File: config.mk
export PLATFORM = sky130hd
export DESIGN_NAME = alu_exec_stage
export DESIGN_NICKNAME = d
export VERILOG_FILES = /design/src/rtl/alu_exec_stage.sv
export SDC_FILE = /design/constraint.sdc
export NUM_CORES = 1
export LEC_CHECK = 0
export BUFFER_PORTS_ARGS = -buffer_cell sky130_fd_sc_hd__buf_4
export CAP_MARGIN = 20
export CORE_ASPECT_RATIO = 0.6
export CORE_MARGIN = 8
export CORE_UTILIZATION = 35
export DETAILED_ROUTE_END_ITERATION = 7
export PLACE_DENSITY = 0.66
export SETUP_SLACK_MARGIN = 0.5
export SLEW_MARGIN = 10
export SYNTH_ARGS = -nofsm -noshare
export SYNTH_HDL_FRONTEND = slang
export SYNTH_SLANG_ARGS = --single-unit
File: constraint.sdc
create_clock -name clk -period 3.4 [get_ports clk]
set_clock_uncertainty 0.15 [all_clocks]
set_input_delay 0.17 -clock clk [delete_from_list [all_inputs] [get_ports clk]]
set_output_delay 0.17 -clock clk [all_outputs]
set_load 0.005 [all_outputs]
File: src/rtl/alu_exec_stage.sv
// Execute stage around the combinational ALU. It registers operands, waits the
// op-dependent latency, captures the result and holds it for writeback.
module alu_exec_stage #(
  parameter int DATA_W  = 32,
  parameter int DEST_W  = 4,
  parameter int MUL_LAT = 2
) (
  input  logic              clk,
  input  logic              rst_n,
  input  logic              in_valid,
  output logic              in_ready,
  input  logic [3:0]        in_code,
  input  logic [DATA_W-1:0] in_x,
  input  logic [DATA_W-1:0] in_y,
  input  logic [DEST_W-1:0] in_dest,
  output logic [3:0]        alu_code,
  output logic [DATA_W-1:0] alu_x,
  output logic [DATA_W-1:0] alu_y,
  input  logic [DATA_W-1:0] alu_z,
  input  logic              alu_cmp,
  output logic              out_valid,
  input  logic              out_ready,
  output logic [DATA_W-1:0] out_data,
  output logic [DEST_W-1:0] out_dest,
  output logic              out_we,
  output logic              cmp_flag,
  output logic              busy
);

  localparam logic [3:0] OP_MUL = 4'b0010;
  localparam logic [3:0] OP_LT  = 4'b1010;
  localparam logic [3:0] OP_EQ  = 4'b1011;
  localparam logic [3:0] OP_NOP = 4'b1111;
  localparam int         CNT_W  = 3;

  typedef enum logic [1:0] {
    IDLE = 2'd0,
    EXEC = 2'd1,
    HOLD = 2'd2
  } state_t;

  state_t              state_q, state_d;
  logic [CNT_W-1:0]    cnt_q, cnt_d;
  logic [3:0]          alu_code_q, alu_code_d;
  logic [DATA_W-1:0]   alu_x_q, alu_x_d;
  logic [DATA_W-1:0]   alu_y_q, alu_y_d;
  logic [DEST_W-1:0]   dest_q, dest_d;
  logic                out_valid_q, out_valid_d;
  logic [DATA_W-1:0]   out_data_q, out_data_d;
  logic [DEST_W-1:0]   out_dest_q, out_dest_d;
  logic                out_we_q, out_we_d;
  logic                cmp_flag_q, cmp_flag_d;

  logic accept;
  logic is_write;
  logic is_cmp;

  assign in_ready = (state_q == IDLE) || ((state_q == HOLD) && out_ready);
  assign accept   = in_valid && in_ready;
  assign is_write = (alu_code_q <= 4'b1001);
  assign is_cmp   = (alu_code_q == OP_LT) || (alu_code_q == OP_EQ);

  always_comb begin
    state_d     = state_q;
    cnt_d       = cnt_q;
    alu_code_d  = alu_code_q;
    alu_x_d     = alu_x_q;
    alu_y_d     = alu_y_q;
    dest_d      = dest_q;
    out_valid_d = out_valid_q;
    out_data_d  = out_data_q;
    out_dest_d  = out_dest_q;
    out_we_d    = out_we_q;
    cmp_flag_d  = cmp_flag_q;

    unique case (state_q)
      IDLE: ;
      EXEC: begin
        if (cnt_q != '0) begin
          cnt_d = cnt_q - 1'b1;
        end else begin
          out_data_d  = is_write ? alu_z : '0;
          out_we_d    = is_write;
          out_dest_d  = dest_q;
          cmp_flag_d  = is_cmp ? alu_cmp : cmp_flag_q;
          out_valid_d = 1'b1;
          alu_code_d  = OP_NOP;
          state_d     = HOLD;
        end
      end
      HOLD: begin
        if (out_ready) begin
          out_valid_d = 1'b0;
          state_d     = IDLE;
        end
      end
      default: state_d = IDLE;
    endcase

    // Accept is only possible from IDLE or a draining HOLD, so it overrides both.
    if (accept) begin
      alu_code_d = in_code;
      alu_x_d    = in_x;
      alu_y_d    = in_y;
      dest_d     = in_dest;
      cnt_d      = (in_code == OP_MUL) ? CNT_W'(MUL_LAT) : '0;
      state_d    = EXEC;
    end
  end

  always_ff @(posedge clk or negedge rst_n) begin
    if (!rst_n) begin
      state_q     <= IDLE;
      cnt_q       <= '0;
      alu_code_q  <= OP_NOP;
      alu_x_q     <= '0;
      alu_y_q     <= '0;
      dest_q      <= '0;
      out_valid_q <= 1'b0;
      out_data_q  <= '0;
      out_dest_q  <= '0;
      out_we_q    <= 1'b0;
      cmp_flag_q  <= 1'b0;
    end else begin
      state_q     <= state_d;
      cnt_q       <= cnt_d;
      alu_code_q  <= alu_code_d;
      alu_x_q     <= alu_x_d;
      alu_y_q     <= alu_y_d;
      dest_q      <= dest_d;
      out_valid_q <= out_valid_d;
      out_data_q  <= out_data_d;
      out_dest_q  <= out_dest_d;
      out_we_q    <= out_we_d;
      cmp_flag_q  <= cmp_flag_d;
    end
  end

  assign alu_code  = alu_code_q;
  assign alu_x     = alu_x_q;
  assign alu_y     = alu_y_q;
  assign out_valid = out_valid_q;
  assign out_data  = out_data_q;
  assign out_dest  = out_dest_q;
  assign out_we    = out_we_q;
  assign cmp_flag  = cmp_flag_q;
  assign busy      = (state_q != IDLE);

endmodule

==> results of run 1 <==
[state kept, by name, summed over array words and instances (netlist names)]
register,flops
cmp_flag,1
state_q,2
alu_x,32
cnt_q,3
alu_y,32
out_valid,1
out_dest,4
alu_code,4
dest_q,4
out_data,32
out_we,1
[layer usage]
metal  share of wire (%)  track usage [%]
met1                  43             21.1
met2                  45             27.4
met3                  11             8.46
met4                0.86             4.95
met5                   0                0
[power breakdown]
group	internal [W]	switching, W	total [W]
registers	0.00209	0.000418	0.00251
clock network	0.00132	0.000623	0.00195
logic	0.00153	0.000981	0.00251
[final timing paths]
kind | start | to | slack, ns | depth (start not counted)
worst max-delay path | cnt_q[0]$_DFFE_PN0P_ | out_data[18]$_DFFE_PN0P_ | 1.44 | 5
worst min-delay path | rst_n | alu_y[18]$_DFFE_PN0P_ | 0.26 | 2
worst max register to register | cnt_q[0]$_DFFE_PN0P_ | out_data[18]$_DFFE_PN0P_ | 1.44 | 5
worst min register to register | dest_q[0]$_DFFE_PN0P_ | out_dest[0]$_DFFE_PN0P_ | 0.32 | 1
max in group asynchronous | rst_n | alu_code[3]$_DFFE_PN1P_ | 1.89 | 3
min in group clk | dest_q[0]$_DFFE_PN0P_ | out_dest[0]$_DFFE_PN0P_ | 0.32 | 1
[final cells by class]
type                       count  area, um2  share of cell area (%)
antenna                        1       2.50                  0.0315
clock inverter                12        201                    2.54
tap                          170        213                    2.68
timing repair buffer         330       2750                    34.6
inverter                       5       18.8                   0.236
multi-input combinational    144       1400                    17.6
clock buffer                  20        447                    5.63
sequential                   116       2910                    36.6
[logic make-up (layout without fill, tap and decap cells)]
logic type,count (synthesis),count (layout)
fa+ha+maj,2,2
buf+inv,21,367
compound gates,42,42
mux,77,77
simple gates,23,23
flops,116,116
other cells,0,1
[worst max-delay path, delay by kind of cell, from the launching register on]
| kind | cells | cell delay, ns |
|---|---|---|
| AO/OA/AOI/OAI | 1 | 0.24 |
| adder cells (fa/ha/maj) | 1 | 0.23 |
| buffers and inverters | 1 | 0.11 |
| flip-flops | 1 | 0.36 |
| AND/OR/NAND/NOR | 2 | 0.80 |
[Yosys cell counts, drive strengths merged, types with 2 or more instances]
cell type,instances
or4,2
dfrtp,112
buf,14
inv,4
mux2,77
nand2,2
nor2b,2
dfstp,4
nor2,2
clkbuf,2
o21ai,4
a22o,32
ha,2
a21oi,2
nand2b,7
nor3,2
[through the flow]
stage / util, % / hold slack, ns
finish: 62.7 / 0.256
global route: 62.7 / 0.332
CTS: 62.7 / 0.296
detailed placement: 49.1 / 0.206
global placement: 49.1 / 0.189
floorplan: - / -0.276
==> results.yml, run 1 <==
run_status:
  status: "finished, final reports clean"
placed_design:
  placed_area_um2: 6210
  place_ws_ns: 1.45
  routabilityCongestion: 0.708
  dpl.hpwl_um: 9290
  post-place-cells: 657
  io_buffer_count: 217
layout:
  finalNetCount: 725
  nFillCells: 919
  layout-drive-gt1-share_pct: 43.7
  fin_area_um2: 7940
  final_cell_count_no_fill: 798
  layout_common_cells: "buf_4, dfrtp_1, dlygate4sd3_1, mux2_1, a22o_1"
  final_common_cell: "buf_4"
  areaGrowthSynthToFinish_pct: 78.1
yosys:
  synth-async-reset-ratio_pct: 100
  synth_top_area_share_pct: 62.9
  seq_area_frac_synth_pct: 65.2
  synth_adder_area_share_pct: 0.561
  synth_compound_area_share_pct: 7.66
  syn_inst: 281
  ys_ff_latch: 116
  synth_edf_count: 0
  synth_top_family_by_area: "multiplexers"
  synth_mux_area_share_pct: 19.5
  syn-num-nets: 392
  yosys.area_share.simple_pct: 3.48
  ys_top_cells_by_area: "dfrtp_1, mux2_1, a22o_1"
  synthDistinctLibCells: 33
  synth.largest_area_cell: "dfrtp_1"
  avgSynthCellArea_um2: 15.9
  yosys.area_share.xor_xnor_pct: 0
  synthFlopType: "dfrtp_1"
  yosysWarnings: 0
  syn_area_um2: 4460
floorplanning:
  fp.dieH_um: 103
  ios: 218
  die-area_um2: 16700
  rows: 32
  die_x_um: 162
  core_area_um2: 12700
  initial_core_util_pct: 35.2
timing:
  tightest_slew_ns: 0.883
  max_freq_mhz: 510
  setup_ws_ns: 1.44
  finalMaxSlewViolations: 0
  rsz0062_at_grt: "no"
  hold_viol_final: 0
  maxSlewHeadroom_pct: 41.1
  fin_crit_sh_pct: 57.6
  final.min_clock_period_ns: 1.96
  setup_violations: 0
  tns_ns: 0
grt:
  grt_start_max_net_pins: 69
  grt_use_total_pct: 17.4
  grt_pass1_wl_um: 22600
  grt-ovfl-total: 0
  grt_pass1_vias: 4122
  antenna_found_initial: 1
setup_path:
  crit_required_ns: 3.58
  worstPathMaxFanout: 33
  start_kind: "flip-flop"
  crit_path_end_kind: "flip-flop"
  crit_chain: "inv_1, ha_1, nand4bb_2, nor2_4, a22o_1"
  crit_slowest_cell: "nor2_4"
  worstPathArrival_ns: 2.14
  critPathKind: "flip-flop to flip-flop"
  max_stage_delay_ns: 0.62
clocking:
  cts_setup_buffers: 0
  ctsHoldBuffers: 108
  cts_tree: "built"
  clkTransAtPathRegs_ns: 0.06
  clockBufferDepth: 2
  htreeDepth: 4
  clock-root-buffer: "clkbuf_16"
  clkSinkCount: 116
  cts_resized: 0
  cts_buffers: 17
  clock_latency_ns: 0.40
routing:
  via_per_inst: 4.54
  drt_iter0_drc: 204
  firstDrtPassIters: 4
  wire_per_inst_um: 17.8
  remaining_drc_errors: 0
  vias: 3619
  routed_wl_um: 14200
  ant_nets: 0
job:
  max-cap-violations: 0
worst_hold_path:
  hp-class: "primary input to async pin"
pwr:
  power.total_w: 0.00697
  power_density_nw_per_um2: 878
  irDropWorstVdd_v: 0.000400
  leakage_nw: 3.77
No activity file was read; power rests on OpenSTA's default activity.
==> run 2, diff against run 1 <==
ABC_AREA = 1   (was unset)
PLACE_DENSITY = 0.65   (was 0.66)
clock period = 1.9 ns   (was 3.4 ns; I/O delays follow)
==> results.yml, run 2 <==
placed_design:
  routabilityCongestion: 0.799
  io_buffer_count: 217
  dpl.hpwl_um: 10300
  placed_area_um2: 6490
setup_path:
  start_kind: "flip-flop"
  max_stage_delay_ns: 0.41
  crit_family: "flip-flops"
  worstSetupStartpoint: "state_q[1]$_DFFE_PN0P_"
  path_buf_inv: 2
  reg2reg_from: "cnt_q[1]$_DFFE_PN0P_"
  critPathKind: "flip-flop to primary output"
  crit_slowest_cell: "dfrtp_1"
  worstPathArrival_ns: 1.31
  crit_chain: "a21oi_4, buf_12, buf_6"
  worstPathMaxFanout: 5
  crit_required_ns: 1.65
  crit_path_end_kind: "primary output"
grt:
  grt-ovfl-total: 0
  grt_pass1_wl_um: 27400
  grt_start_max_net_pins: 117
  grt_pass1_vias: 5202
  grt_use_total_pct: 19.0
  antenna_found_initial: 0
yosys:
  syn_area_um2: 4700
  ys_ff_latch: 116
  synth_edf_count: 0
  synthFlopType: "dfrtp_1"
  synth_common_cells: "nand2_1, dfrtp_1, nand3_1, nor2_1, inv_1"
  ys_top_cells_by_area: "dfrtp_1, nand2_1, nand3_1"
  yosysWarnings: 0
  synth.largest_area_cell: "dfrtp_1"
  avgSynthCellArea_um2: 9.01
  yosysMostFrequentCell: "nand2_1"
  synthDistinctLibCells: 23
  syn-num-nets: 633
  seq_area_frac_synth_pct: 61.8
  syn_inst: 522
  synth-async-reset-ratio_pct: 100
  synth_top_area_share_pct: 59.6
clocking:
  clkSinkCount: 116
  clkTransAtPathRegs_ns: 0.06
  clockBufferDepth: 2
  cts_tree: "built"
  clock-root-buffer: "clkbuf_16"
  clock_latency_ns: 0.40
  cts_buffers: 17
  htreeDepth: 4
routing:
  ant_nets: 0
  wire_per_inst_um: 16.4
  drt_iter0_drc: 321
  via_per_inst: 4.72
  firstDrtPassIters: 4
  remaining_drc_errors: 0
  vias: 4934
  routed_wl_um: 17200
pwr:
  power_density_nw_per_um2: 1620
  leakage_nw: 4.63
  irDropWorstVdd_v: 0.000675
timing:
  hold_viol_final: 0
  max_freq_mhz: 641
  tns_ns: 0
  fin_crit_sh_pct: 82.1
  setup_violations: 0
  maxSlewHeadroom_pct: 57.2
  final.min_clock_period_ns: 1.56
  finalMaxSlewViolations: 0
  hold_slack_ns: 0.152
  rsz0062_at_grt: "yes"
  tightest_slew_ns: 0.642
floorplanning:
  die-area_um2: 17500
  fp.dieH_um: 106
  die_x_um: 166
  initial_core_util_pct: 36.3
  ios: 218
  rows: 32
  core_area_um2: 13000
worst_hold_path:
  hp-class: "primary input to async pin"
layout:
  layout-drive-gt1-share_pct: 36.5
  nFillCells: 982
  areaGrowthSynthToFinish_pct: 84.8
  diodes: 0
  layout_common_cells: "buf_4, nand2_1, dfrtp_1, dlygate4sd3_1, nand3_1"
  final_common_cell: "buf_4"
  finalNetCount: 974
  fin_area_um2: 8700
job:
  max-cap-violations: 0
run_status:
  status: "finished, final reports clean"
[run 2: changes by cell type after synthesis, moves of 9 or more]
cell	before	now
a22o_1	32	0
buf_2	2	11
inv_1	4	16
nand3_1	1	99
nand2_1	2	216
mux2_2	14	0
nor2_1	1	21
mux2_1	63	0
[run 2: path summary, 6_finish.rpt]
path	to	depth (start not counted)	slack, ns
min in group clk	out_data[12]$_DFFE_PN0P_	4	0.31
worst min register to register	alu_x[11]$_DFFE_PN0P_	2	0.32
worst min-delay path	out_data[25]$_DFFE_PN0P_	3	0.15
max in group asynchronous	alu_x[20]$_DFFE_PN0P_	3	0.92
worst max register to register	out_data[17]$_DFFE_PN0P_	9	0.34
worst max-delay path	in_ready	3	0.34
[run 2: power by group]
| part | internal (W) | total (W) | switching (W) |
|---|---|---|---|
| sequential | 0.00370 | 0.00448 | 0.000779 |
| combinational | 0.00324 | 0.00614 | 0.00290 |
| clock | 0.00235 | 0.00346 | 0.00111 |
[run 2: metrics by stage]
stage	worst slack, ns	cells	utilization [%]	total power [W]
after CTS	0.367	1041	66.3	0.0139
after global placement	0.306	886	50.0	0.00909
after floorplan	0.513	522	-	0.00654
after detailed placement	0.296	886	50.0	0.00923
after global routing	0.257	1045	67.0	0.0150
final	0.340	1045	67.0	0.0141
[run 2: cell families (layout without fill, tap and decap cells)]
family / Yosys count / after routing / synth area share (%)
simple gates: 341 / 341 / 30.4
fa+ha+maj: 2 / 2 / 0.532
buf+inv: 50 / 403 / 5.29
compound gates: 13 / 13 / 1.99
flops: 116 / 116 / 61.8
[run 2: worst min-delay path, cell delays in order]
cell and delay (ns):
dlygate4sd3_1 0.53, buf_4 0.12, buf_12 0.42
[run 2: timing repair]
item / CTS / global route
setup buffers: 11 / 2
hold buffers: 108 / 0
endpoints found under the setup margin: 105 / 118
gates resized for setup: 46 / 11
pin swaps: 12 / 2
gates cloned: 5 / 2
hold endpoints to repair: 220 / 0
[run 2: final cells by class]
type	count	area [um2]	area share [%]
inverter	18	75.1	0.863
tap	170	213	2.45
clock inverter	13	208	2.39
multi-input combinational	356	1650	18.9
sequential	116	2910	33.5
clock buffer	18	439	5.05
timing repair buffer	354	3210	36.9
[run 2: metal layers]
layer / vias to the layer above / track usage, % / share of wire (%)
li1: 2347 / - / -
met1: 2377 / 23.6 / 44
met2: 190 / 31.2 / 47
met3: 20 / 6.23 / 7.8
met4: 0 / 6.08 / 1.4
met5: - / 0 / 0
